$ cat src/rtl/pwm_ramp_ctrl.sv
// Duty-cycle ramp sequencer for the single-channel pwm block.
// Accepts target/step/divider commands and moves duty toward the target only at PWM period boundaries.
module pwm_ramp_ctrl #(
   parameter int WIDTH = 8,
   parameter int DIVW  = 8
) (
   input  logic             clk,
   input  logic             rst,
   input  logic             tgt_valid,
   output logic             tgt_ready,
   input  logic [WIDTH-1:0] tgt_duty,
   input  logic [WIDTH-1:0] tgt_step,
   input  logic [DIVW-1:0]  tgt_div,
   input  logic             hold,
   output logic [WIDTH-1:0] duty,
   output logic             period_end,
   output logic             busy,
   output logic             done
);

   typedef enum logic {IDLE, RAMP} state_t;

   state_t           state_q,  state_d;
   logic [WIDTH-1:0] phase_q,  phase_d;
   logic [WIDTH-1:0] duty_q,   duty_d;
   logic [WIDTH-1:0] target_q, target_d;
   logic [WIDTH-1:0] step_q,   step_d;
   logic [DIVW-1:0]  div_q,    div_d;
   logic [DIVW-1:0]  divcnt_q, divcnt_d;
   logic             done_q,   done_d;

   logic             accept;
   logic [WIDTH:0]   up_sum;
   logic [WIDTH:0]   down_diff;
   logic [WIDTH-1:0] next_duty;

   assign accept     = tgt_valid && (state_q == IDLE);
   assign period_end = &phase_q;
   assign tgt_ready  = (state_q == IDLE);
   assign busy       = (state_q == RAMP);
   assign duty       = duty_q;
   assign done       = done_q;

   // One extra bit so duty+step and duty-step can be clamped instead of wrapping.
   always_comb begin
      up_sum    = {1'b0, duty_q} + {1'b0, step_q};
      down_diff = {1'b0, duty_q} - {1'b0, step_q};
      next_duty = target_q;
      if (step_q != '0) begin
         if (duty_q < target_q) begin
            if (up_sum < {1'b0, target_q}) next_duty = up_sum[WIDTH-1:0];
         end else begin
            if (!down_diff[WIDTH] && (down_diff > {1'b0, target_q})) next_duty = down_diff[WIDTH-1:0];
         end
      end
   end

   always_comb begin
      // NOTE: every _d starts at its current value so no path through the case leaves a latch.
      state_d  = state_q;
      phase_d  = phase_q + 1'b1;
      duty_d   = duty_q;
      target_d = target_q;
      step_d   = step_q;
      div_d    = div_q;
      divcnt_d = divcnt_q;
      done_d   = 1'b0;

      case (state_q)
         IDLE: begin
            if (accept) begin
               target_d = tgt_duty;
               step_d   = tgt_step;
               div_d    = tgt_div;
               divcnt_d = '0;
               if (tgt_duty == duty_q) done_d  = 1'b1;
               else                    state_d = RAMP;
            end
         end
         RAMP: begin
            // hold freezes duty, divider and state; the phase counter keeps running.
            if (period_end && !hold) begin
               if (divcnt_q == div_q) begin
                  duty_d   = next_duty;
                  divcnt_d = '0;
                  if (next_duty == target_q) begin
                     state_d = IDLE;
                     done_d  = 1'b1;
                  end
               end else begin
                  divcnt_d = divcnt_q + 1'b1;
               end
            end
         end
         default: state_d = IDLE;
      endcase
   end

   // NOTE: sequential state uses non-blocking assignments only, so all flops update together.
   always_ff @(posedge clk) begin
      if (rst) begin
         state_q  <= IDLE;
         phase_q  <= '0;
         duty_q   <= '0;
         target_q <= '0;
         step_q   <= '0;
         div_q    <= '0;
         divcnt_q <= '0;
         done_q   <= 1'b0;
      end else begin
         state_q  <= state_d;
         phase_q  <= phase_d;
         duty_q   <= duty_d;
         target_q <= target_d;
         step_q   <= step_d;
         div_q    <= div_d;
         divcnt_q <= divcnt_d;
         done_q   <= done_d;
      end
   end

endmodule
$ cat config.mk
export PLATFORM = sky130hd
export DESIGN_NAME = pwm_ramp_ctrl
export DESIGN_NICKNAME = d
export VERILOG_FILES = /design/src/rtl/pwm_ramp_ctrl.sv
export SDC_FILE = /design/constraint.sdc
export NUM_CORES = 1
export LEC_CHECK = 0
export ABC_AREA = 1
export BUFFER_PORTS_ARGS = -buffer_cell sky130_fd_sc_hd__buf_2
export CORE_MARGIN = 8
export CORE_UTILIZATION = 54
export DETAILED_ROUTE_END_ITERATION = 7
export HOLD_SLACK_MARGIN = 0.15
export PLACE_DENSITY = 0.77
export SKIP_CTS_REPAIR_TIMING = 1
export SLEW_MARGIN = 10
export SYNTH_ARGS = -nofsm -noshare
export SYNTH_HDL_FRONTEND = slang
export SYNTH_SLANG_ARGS = --single-unit
$ cat constraint.sdc
create_clock -name clk -period 3.1 [get_ports clk]
set_clock_uncertainty 0.15 [all_clocks]
set_input_delay 0.31 -clock clk [delete_from_list [all_inputs] [get_ports clk]]
set_output_delay 0.31 -clock clk [all_outputs]
set_load 0.02 [all_outputs]
; Yosys cells after proc, flatten, opt, wreduce, memory -nomap -nowiden
; Cells that the tools add are included.
[classes]
muxes = 20
multipliers = 0
reduce_logical = 10
shifts = 0
addsub = 4
n_eq_ne = 5
n_bitwise = 1
magnitude_cmp = 3
div_mod_pow = 0
[ops]
columns = operator, count
row1 = $mux 8, 7
row2 = $eq 8x8->1, 3
row3 = $add 8x1->8 const B, 2
row4 = $pmux 8 s2, 1
row5 = $mux 1, 10
row6 = $add 8x8->9, 1
row7 = $gt 9x8->1, 1
row8 = $lt 9x8->1, 1
row9 = $sub 8x8->9, 1
row10 = $lt 8x8->1, 1
row11 = $reduce_and 8->1, 1
row12 = $reduce_bool 8->1, 1
row13 = $ne 2x1->1 const B, 2
row14 = $pmux 1 s2, 2
row15 = $reduce_and 2->1, 2
row16 = $logic_and 1x1->1, 3
row17 = $reduce_and 3->1, 1
row18 = $logic_not 1->1, 2
row19 = $not 1->1, 1
[totals]
mem_bits_ro = 0
regBits = 50
latch_bits = 0
mem_count = 0
out_inout_bits = 12
in_bits = 28
word_cells = 51
ramBits = 0

; Longest topological paths before layout
; Gate-level depths: netlist (run 1).
[depth]
word_depth = 11
ltp_mapped = 28
depth_no_buf = 28

; Worst setup path before layout (run 1)
; OpenSTA, ideal clock, no wires.
[synth_timing]
path_type = flip-flop to flip-flop
from = register duty_q[0], in the netlist duty[0]
to = register state_q, in the netlist busy
stages_incl_launch_ff = 25
n_path_buf = 0
arrival_ps = 3058
slack_ps = -223
path_cell_list = dfxtp_1 inv_1 ha_1 inv_1 fa_1 nand3_1 nand2_1 xor2_1 ha_1 nand2_1 nor2_1 nand2_1 nand3_1 nand2_1 nand2_1 nand2_1 nand2_1 nand2_4 nand2_1 nand3_1 nand4_1 nand2_1 nor3_1 nand3_1 and2_1
[synth_via]
elab_chain_cells = 11
word_cells_on_any_way = 19
[synth_rtl]
columns = item, line_no
row1 = "start, declared", 25  ; logic [WIDTH-1:0] duty_q, duty_d;
row2 = "start signal, assigned", 113  ; duty_q <= duty_d;
row3 = $sub 8x8->9, 47  ; down_diff = {1'b0, duty_q} - {1'b0, step_q};
row4 = $gt 9x8->1 / $logic_not 1->1 (equally long branches), 53  ; if (!down_diff[WIDTH] && (down_diff > {1'b0, target_q})) next_duty = down_diff[WIDTH-1:0];
row5 = $logic_and 1x1->1, 53
row6 = $mux 8, 53
row7 = $mux 8, 50  ; if (duty_q < target_q) begin
row8 = $mux 8, 49  ; if (step_q != '0) begin
row9 = $eq 8x8->1, 86  ; if (next_duty == target_q) begin
row10 = $mux 1, 86
row11 = $mux 1, 83  ; if (divcnt_q == div_q) begin
row12 = $mux 1, 82  ; if (period_end && !hold) begin
row13 = $pmux 1 s2 (*), 69  ; case (state_q)
row14 = "end signal, assigned", 111  ; state_q <= state_d;
row15 = "end, declared", 23  ; state_t state_q, state_d;
; Every way passes the cells marked *; elsewhere a longest branch is shown, timed or not.
; A chain may end at the register's enable or synchronous reset.

; Worst setup path after layout (run 1)
; Same ends and word-level chain as after synthesis.

==> results of run 1 <==
## routing by layer
metal | vias up | GRT usage | part of all wire
met2 | 247 | 0.367 | 0.46
met3 | 60 | 0.0460 | 0.089
li1 | 2143 | - | -
met1 | 2020 | 0.289 | 0.42
met4 | 0 | 0.0790 | 0.037
met5 | - | 0 | 0
## state kept, by name (all words and copies together) (netlist names)
register  cells
div_q         8
divcnt_q      8
duty          8
phase_q       8
step_q        8
target_q      8
busy          1
done          1
## synth_stat cells
cell type and number:
nand2_1 130, inv_1 74, nand3_1 59, nor2_1 51, dfxtp_1 50, o21ai_0 47, a21oi_1 40, ha_1 40
xnor2_1 17, nand4_1 13, clkbuf_1 10, xor2_1 8, inv_2 7, nand2_2 4, nor3_1 4, nor4_1 4
o211ai_1 4, o21ai_1 4, a21oi_4 3, nor2_2 3, a221oi_1 2, buf_1 2, clkinv_1 2, fa_1 2
nand2_4 2, a211oi_1 1, a21boi_4 1, and2_1 1, buf_2 1, buf_4 1, buf_6 1, inv_4 1
nand3_2 1, o21ai_2 1, o21bai_1 1
## layout by cell type, fill, tap and decap left out, types with 5 or more instances in the layout
| cell | n |
|---|---|
| nand2_1 | 108 |
| inv_1 | 70 |
| buf_4 | 59 |
| nor2_1 | 49 |
| nand3_1 | 46 |
| dfxtp_1 | 43 |
| buf_2 | 39 |
| a21oi_1 | 38 |
| ha_1 | 36 |
| o21ai_0 | 35 |
| nand2_2 | 22 |
| xnor2_1 | 17 |
| nand3_2 | 14 |
| nand4_1 | 13 |
| o21ai_1 | 12 |
| inv_2 | 9 |
| dlygate4sd3_1 | 7 |
| dfxtp_2 | 6 |
| nand2_4 | 5 |
| xor2_1 | 5 |
| o21ai_2 | 5 |
| clkbuf_8 | 5 |
## worst max-delay path by stage
stage | cells past startpoint | start | slack, ns | end
6_report | 24 | duty[0]$_SDFFE_PP0P_ | -0.55 | busy$_SDFF_PP0_
3_3_place_gp | 26 | step_q[3]$_SDFFE_PP0P_ | -0.37 | busy$_SDFF_PP0_
3_5_place_dp | 26 | step_q[3]$_SDFFE_PP0P_ | -0.44 | busy$_SDFF_PP0_
5_1_grt | 25 | duty[0]$_SDFFE_PP0P_ | -0.65 | busy$_SDFF_PP0_
2_1_floorplan | 23 | duty[0]$_SDFFE_PP0P_ | -0.04 | busy$_SDFF_PP0_
4_1_cts | 24 | step_q[3]$_SDFFE_PP0P_ | -0.48 | busy$_SDFF_PP0_
## through the flow
stage,std cells,hold slack [ns],worst slack (ns)
floorplan,592,0.268,-0.0392
global placement,773,0.277,-0.374
detailed placement,773,0.290,-0.442
CTS,781,0.0915,-0.483
global route,793,0.151,-0.652
finish,793,0.111,-0.547
## worst max-delay path, cell delays in order (launching register included)
cell	delay (ns)
dfxtp_4	0.37
inv_4	0.06
ha_4	0.13
inv_4	0.04
fa_2	0.40
nand3_2	0.10
nand2_4	0.08
a21oi_2	0.16
inv_1	0.05
nand2_1	0.07
nand2_2	0.08
ha_4	0.25
nand2_2	0.06
inv_2	0.04
nand4_1	0.10
a21boi_4	0.27
clkbuf_16	0.19
nand3_1	0.09
nand3_1	0.13
nand2_1	0.10
nand3_1	0.13
nand2_1	0.08
nor3_2	0.15
nand3_1	0.10
and2_1	0.14
## logic make-up (layout without fill, tap and decap cells)
kind of cell	after synthesis	in the layout
AOI/OAI and AO/OA	104	104
DFF	50	50
xor gates and xnor gates	25	25
and+or+nand+nor	272	274
adders and majority gates	42	42
buffers and inverters	99	199
## report_power, final
| group | switching [mW] | leakage [nW] | internal, mW |
|---|---|---|---|
| Combinational | 0.518 | 2.05 | 0.341 |
| Clock | 0.256 | 0.0502 | 0.168 |
| Sequential | 0.0262 | 0.413 | 0.671 |
## final cells by class
| type | count | area (sq um) |
|---|---|---|
| Clock buffer | 5 | 68.8 |
| Clock inverter | 3 | 28.8 |
| Fill cell | 570 | 1970 |
| Inverter | 84 | 323 |
| Multi-Input combinational cell | 445 | 2850 |
| Sequential cell | 50 | 1010 |
| Tap cell | 99 | 124 |
| Timing Repair Buffer | 107 | 753 |
==> metrics, run 1 <==
average wire per standard cell=between 15 and 20 um; complex-gate fraction of the synthesized area=0.151; Reg2Reg Depth=24; Pwr per Cell Area=roughly 380 nW/um^2; pin count of the biggest net entering global routing=32; simple-gate share of the synthesized area=0.302; clk slew on worst S/H paths=between 0.1 and 0.15 ns; reg2reg start=duty[0]$_SDFFE_PP0P_; Worst R2R End=busy$_SDFF_PP0_; global-route wire length before repair=18.6 mm; drt via density=approximately 5.6; XOR/XNOR share of the synthesized area=0.0558; multiplexer area fraction after synthesis=0; total grt overflow=0; Core Region=around 7100 sq um; final setup fails=10; ANT nets after route=0; startpoint types=register; fmax=between 200 and 300 MHz; Setup WS post-layout=-0.547 ns; P_leak=roughly 2.5 nW; TNS Setup=-2.90 ns; top cells by area, synth=dfxtp_1 (26%), ha_1 (13%), nand2_1 (12%), nand3_1 (7.5%), inv_1 (7.1%); worst-margin pin slew=about 0.8 ns; Syn Area/Cell=around 6.6 sq um; placer congestion estimate=approximately 0.96; Finished Cell Area=approximately 5200 sq um; Hold Path Origin=tgt_div[0]; max cap viols=0; final core occ=0.723; die width=~100 um; Hold Crit Depth=3; clock tree root driver cell=clkbuf_8; Slew HR=0.467; Fin. Hold Viols=0; Clock Latency Late Sink=approximately 0.32 ns; Worst EP required=3.17 ns; vias=4470; H-tree Lvls=2; gr usage total=0.226; register area share after synthesis=0.255; Starting Density=0.550; cts bufs inserted=5; Syn Nets=roughly 660; Die Y=101 um; Synth area leader=dfxtp_1; initial antenna violation count=0; CTS sink count=50; I/O pin count=40; failing checks=negative setup slack; outcome=finished with violations; Detailed Route WL=roughly 13 mm; post-place instance area=~4600 sq um; Nets=763; CTS tree=done; Syn Inst Count=just under 600; Worst Setup End Kind=register; hpwl dp=~9 mm; Mapped Area=a little under 4000 sq um; Synth top area share=0.255; TritonRoute pass-1 iters=5; Seq cells post-synth=50; area growth from synthesis to layout=31.5%; unrepaired setup endpoints after global routing=yes; Worst VDD drop=0.000207 V; Power Total=1.98 mW; starting DRC count in detailed routing=480; critical path class=register to register; Worst Hold Class=primary input to register; Arrival @ worst endpoint=about 3.7 ns; R2R Setup Slk=-0.55 ns; Synth Area in Adders=0.138; fin crit period=roughly 3.6 ns; synthesis warning total=0; die area=approximately 10000 sq um; Max clock buf depth=2; Endpoint, Worst Hold=div_q[0]$_SDFFE_PP0P_; PortBufs=39; vias in the first global route=3985; Final Cycle Share=1.18; Rows=31; residual DRC count=0; Max Fanout on Critical Path=4; largest family of logic cells by synthesized area=simple AND/OR/NAND/NOR gates; layout cells sized above 1=0.284; synth unique cells=35; final-report max-slew violation count=0; ANT cells=0
Note: power is estimated with default switching activity, not from simulation.
==> inputs of run 2 (changes only) <==
Settings changed: CORE_ASPECT_RATIO set to 2.
==> run 2 against run 1 <==
  * Register-to-register slack worse by 0.12 ns
  * Critical path type unchanged
  * Power grew 10%
  * Setup slack lost 0.12 ns
  * Critical endpoint unchanged
  * The run still ends with negative setup slack left
  * Flip-flop and latch count is the same
==> metrics, run 2 (synthesis results as in run 1) <==
R2R Setup Slk=-0.67 ns (-0.12 ns); clk slew on worst S/H paths=0.07 ns (-0.04 ns); CTS sink count=50 (unchanged); Core Region=7160 sq um (+0.28%); fmax=265 MHz (-3.3%); unrepaired setup endpoints after global routing=yes; Hold Path Origin=tgt_div[2]; worst-margin pin slew=0.895 ns (+0.0969 ns); fin crit period=3.77 ns (+0.123 ns); Filler cells=557 (-2.3%); die width=76.3 um (-25%); ANT nets after route=0 (unchanged); Clock Latency Late Sink=0.29 ns (-0.03 ns); crit-path max cell delay=0.40 ns (about the same); commonest non-fill, non-tap cells in the layout=nand2_1 (110), inv_1 (70), buf_4 (67); die area=10400 sq um (+1.6%); Sequential Power Share=0.320 (-0.032); hpwl dp=8.56 mm (-6.1%); starting DRC count in detailed routing=424 (-12%); Starting Density=0.548 (-0.00154); vias=4564 (+2.1%); Die Y=137 um (+35%); final-report max-slew violation count=0 (unchanged); Worst EP required=3.14 ns (-0.03 ns); final setup fails=10 (unchanged); Max clock buf depth=2 (unchanged); reg2reg start=duty[0]$_SDFFE_PP0P_; Fin. Hold Viols=0 (unchanged); ANT cells=0 (unchanged); I/O pin count=40 (unchanged); CTS tree=done; residual DRC count=0 (unchanged); PortBufs=39 (unchanged); gr usage total=0.212 (-0.0142); Power Total=2.18 mW (+10%); Rows=44 (+42%); Worst Hold Class=primary input to register; failing checks=negative setup slack; Int Pwr=1.39 mW (+18%); Critical Path Source=duty[0]$_SDFFE_PP0P_; multi-input logic area=2830 sq um (-0.83%); vias in the first global route=4010 (+0.63%); max cap viols=0 (unchanged); TritonRoute pass-1 iters=6 (+1); pre-CTS setup slack=-0.484 ns (-0.0418 ns); sw frac=0.363 (-0.0406); delay-heaviest family, CP=simple AND/OR/NAND/NOR gates; Pwr per Cell Area=417 nW/um^2 (+8.8%); Worst Setup End Kind=register; Clk network pwr share=0.285 (+0.071); Detailed Route WL=12.9 mm (+3.4%); layout cells sized above 1=0.292 (+0.00816); outcome=finished with violations; CP Buf/Inv Count=4 (-1); average wire per standard cell=16.3 um (+3.2%); startpoint types=register; initial antenna violation count=0 (unchanged); Setup WS post-layout=-0.671 ns (-0.123 ns); switching power=792 uW (-1.0%); final core occ=0.730 (+0.00619); pin count of the biggest net entering global routing=32 (unchanged); TNS Setup=-3.92 ns (-1.02 ns); P_leak=2.57 nW (+2.4%); Combinational Power Share=0.395 (-0.039); Arrival @ worst endpoint=3.81 ns (+0.09 ns); WHS=0.114 ns (+0.00325 ns); Max Fanout on Critical Path=4 (unchanged); placer congestion estimate=0.923 (-3.7%); clock tree root driver cell=clkbuf_16; Worst VDD drop=0.000378 V (+82%); area occupied by registers=1010 sq um (-0.25%); most common cell type on the critical path=nand2_1; global-route wire length before repair=18.1 mm (-2.9%); cts bufs inserted=5 (unchanged); Slew HR=0.403 (-0.0647); total grt overflow=0 (unchanged); critical path class=register to register; H-tree Lvls=2 (unchanged); worst-path cell with the longest stage delay=fa_2; commonest non-fill, non-tap cell in the layout=nand2_1; Final Cycle Share=1.22 (+0.0398); Nets=772 (+1.2%); area growth from synthesis to layout=33.0%; drt via density=5.75 (+2.0%)
## run 2: cell types whose count changed in the layout (fill, tap and decap cells not counted), moves of 3 or more
cell	previous run	this run
buf_4	59	67
buf_6	0	4
clkbuf_16	1	5
clkbuf_8	5	0
dlygate4sd3_1	7	4
nand2_2	22	19
nand2_4	5	10
o21ai_2	5	8
## run 2: layer usage
layer / vias to the layer above / routed length [um] / GRT usage / share of wire
li1: 2165 / - / - / -
met2: 255 / 6230 / 0.367 / 0.48
met3: 97 / 967 / 0.0355 / 0.075
met1: 2047 / 4790 / 0.236 / 0.37
met4: 0 / 951 / 0.133 / 0.073
met5: - / 0 / 0 / 0
## run 2: path summary, 6_finish.rpt
| kind | endpoint | depth (start not counted) |
|---|---|---|
| worst max-delay path | busy$_SDFF_PP0_ | 27 |
| worst min-delay path | div_q[2]$_SDFFE_PP0P_ | 3 |
| worst max register to register | busy$_SDFF_PP0_ | 27 |
| worst min register to register | phase_q[0]$_SDFF_PP0_ | 1 |
## run 2: stage by stage
step	cells	instance area, sq um
CTS	775	4800
finish	794	5220
global route	794	5220
detailed placement	768	4640
floorplan	592	3940
global placement	768	4640
## run 2: power by group through the flow
stage	combinational (mW)	sequential [mW]	clock, mW
3_5_place_dp	0.630	0.708	0
4_1_cts	0.637	0.694	0.628
2_1_floorplan	0.431	0.705	0
5_1_grt	0.930	0.701	0.646
6_report	0.860	0.698	0.621
3_3_place_gp	0.621	0.707	0
## run 2: layout make-up
| type | count | share of cell area |
|---|---|---|
| Clock buffer | 5 | 0.0240 |
| Sequential cell | 50 | 0.193 |
| Inverter | 84 | 0.0613 |
| Multi-Input combinational cell | 447 | 0.542 |
| Timing Repair Buffer | 114 | 0.150 |
| Tap cell | 92 | 0.0220 |
| Clock inverter | 2 | 0.00743 |
## run 2: worst reg2reg max path, cell delays in order (launching register included)
cell and delay (ns):
dfxtp_4 0.34, buf_6 0.12, inv_4 0.05, ha_4 0.12, inv_2 0.04, fa_2 0.40, nand3_2 0.11, nand2_4 0.08
xor2_2 0.18, ha_1 0.32, nand2_2 0.09, nor2_4 0.11, nand2_1 0.08, nand3_2 0.06, nand2_1 0.04, nand2_1 0.06
nand2_2 0.11, nand2_4 0.15, nand3_1 0.16, nand3_2 0.13, nand2_2 0.07, nand3_1 0.09, nand2_1 0.10, inv_1 0.07
nand2_1 0.05, nor2_1 0.12, nand3_1 0.10, and2_1 0.17
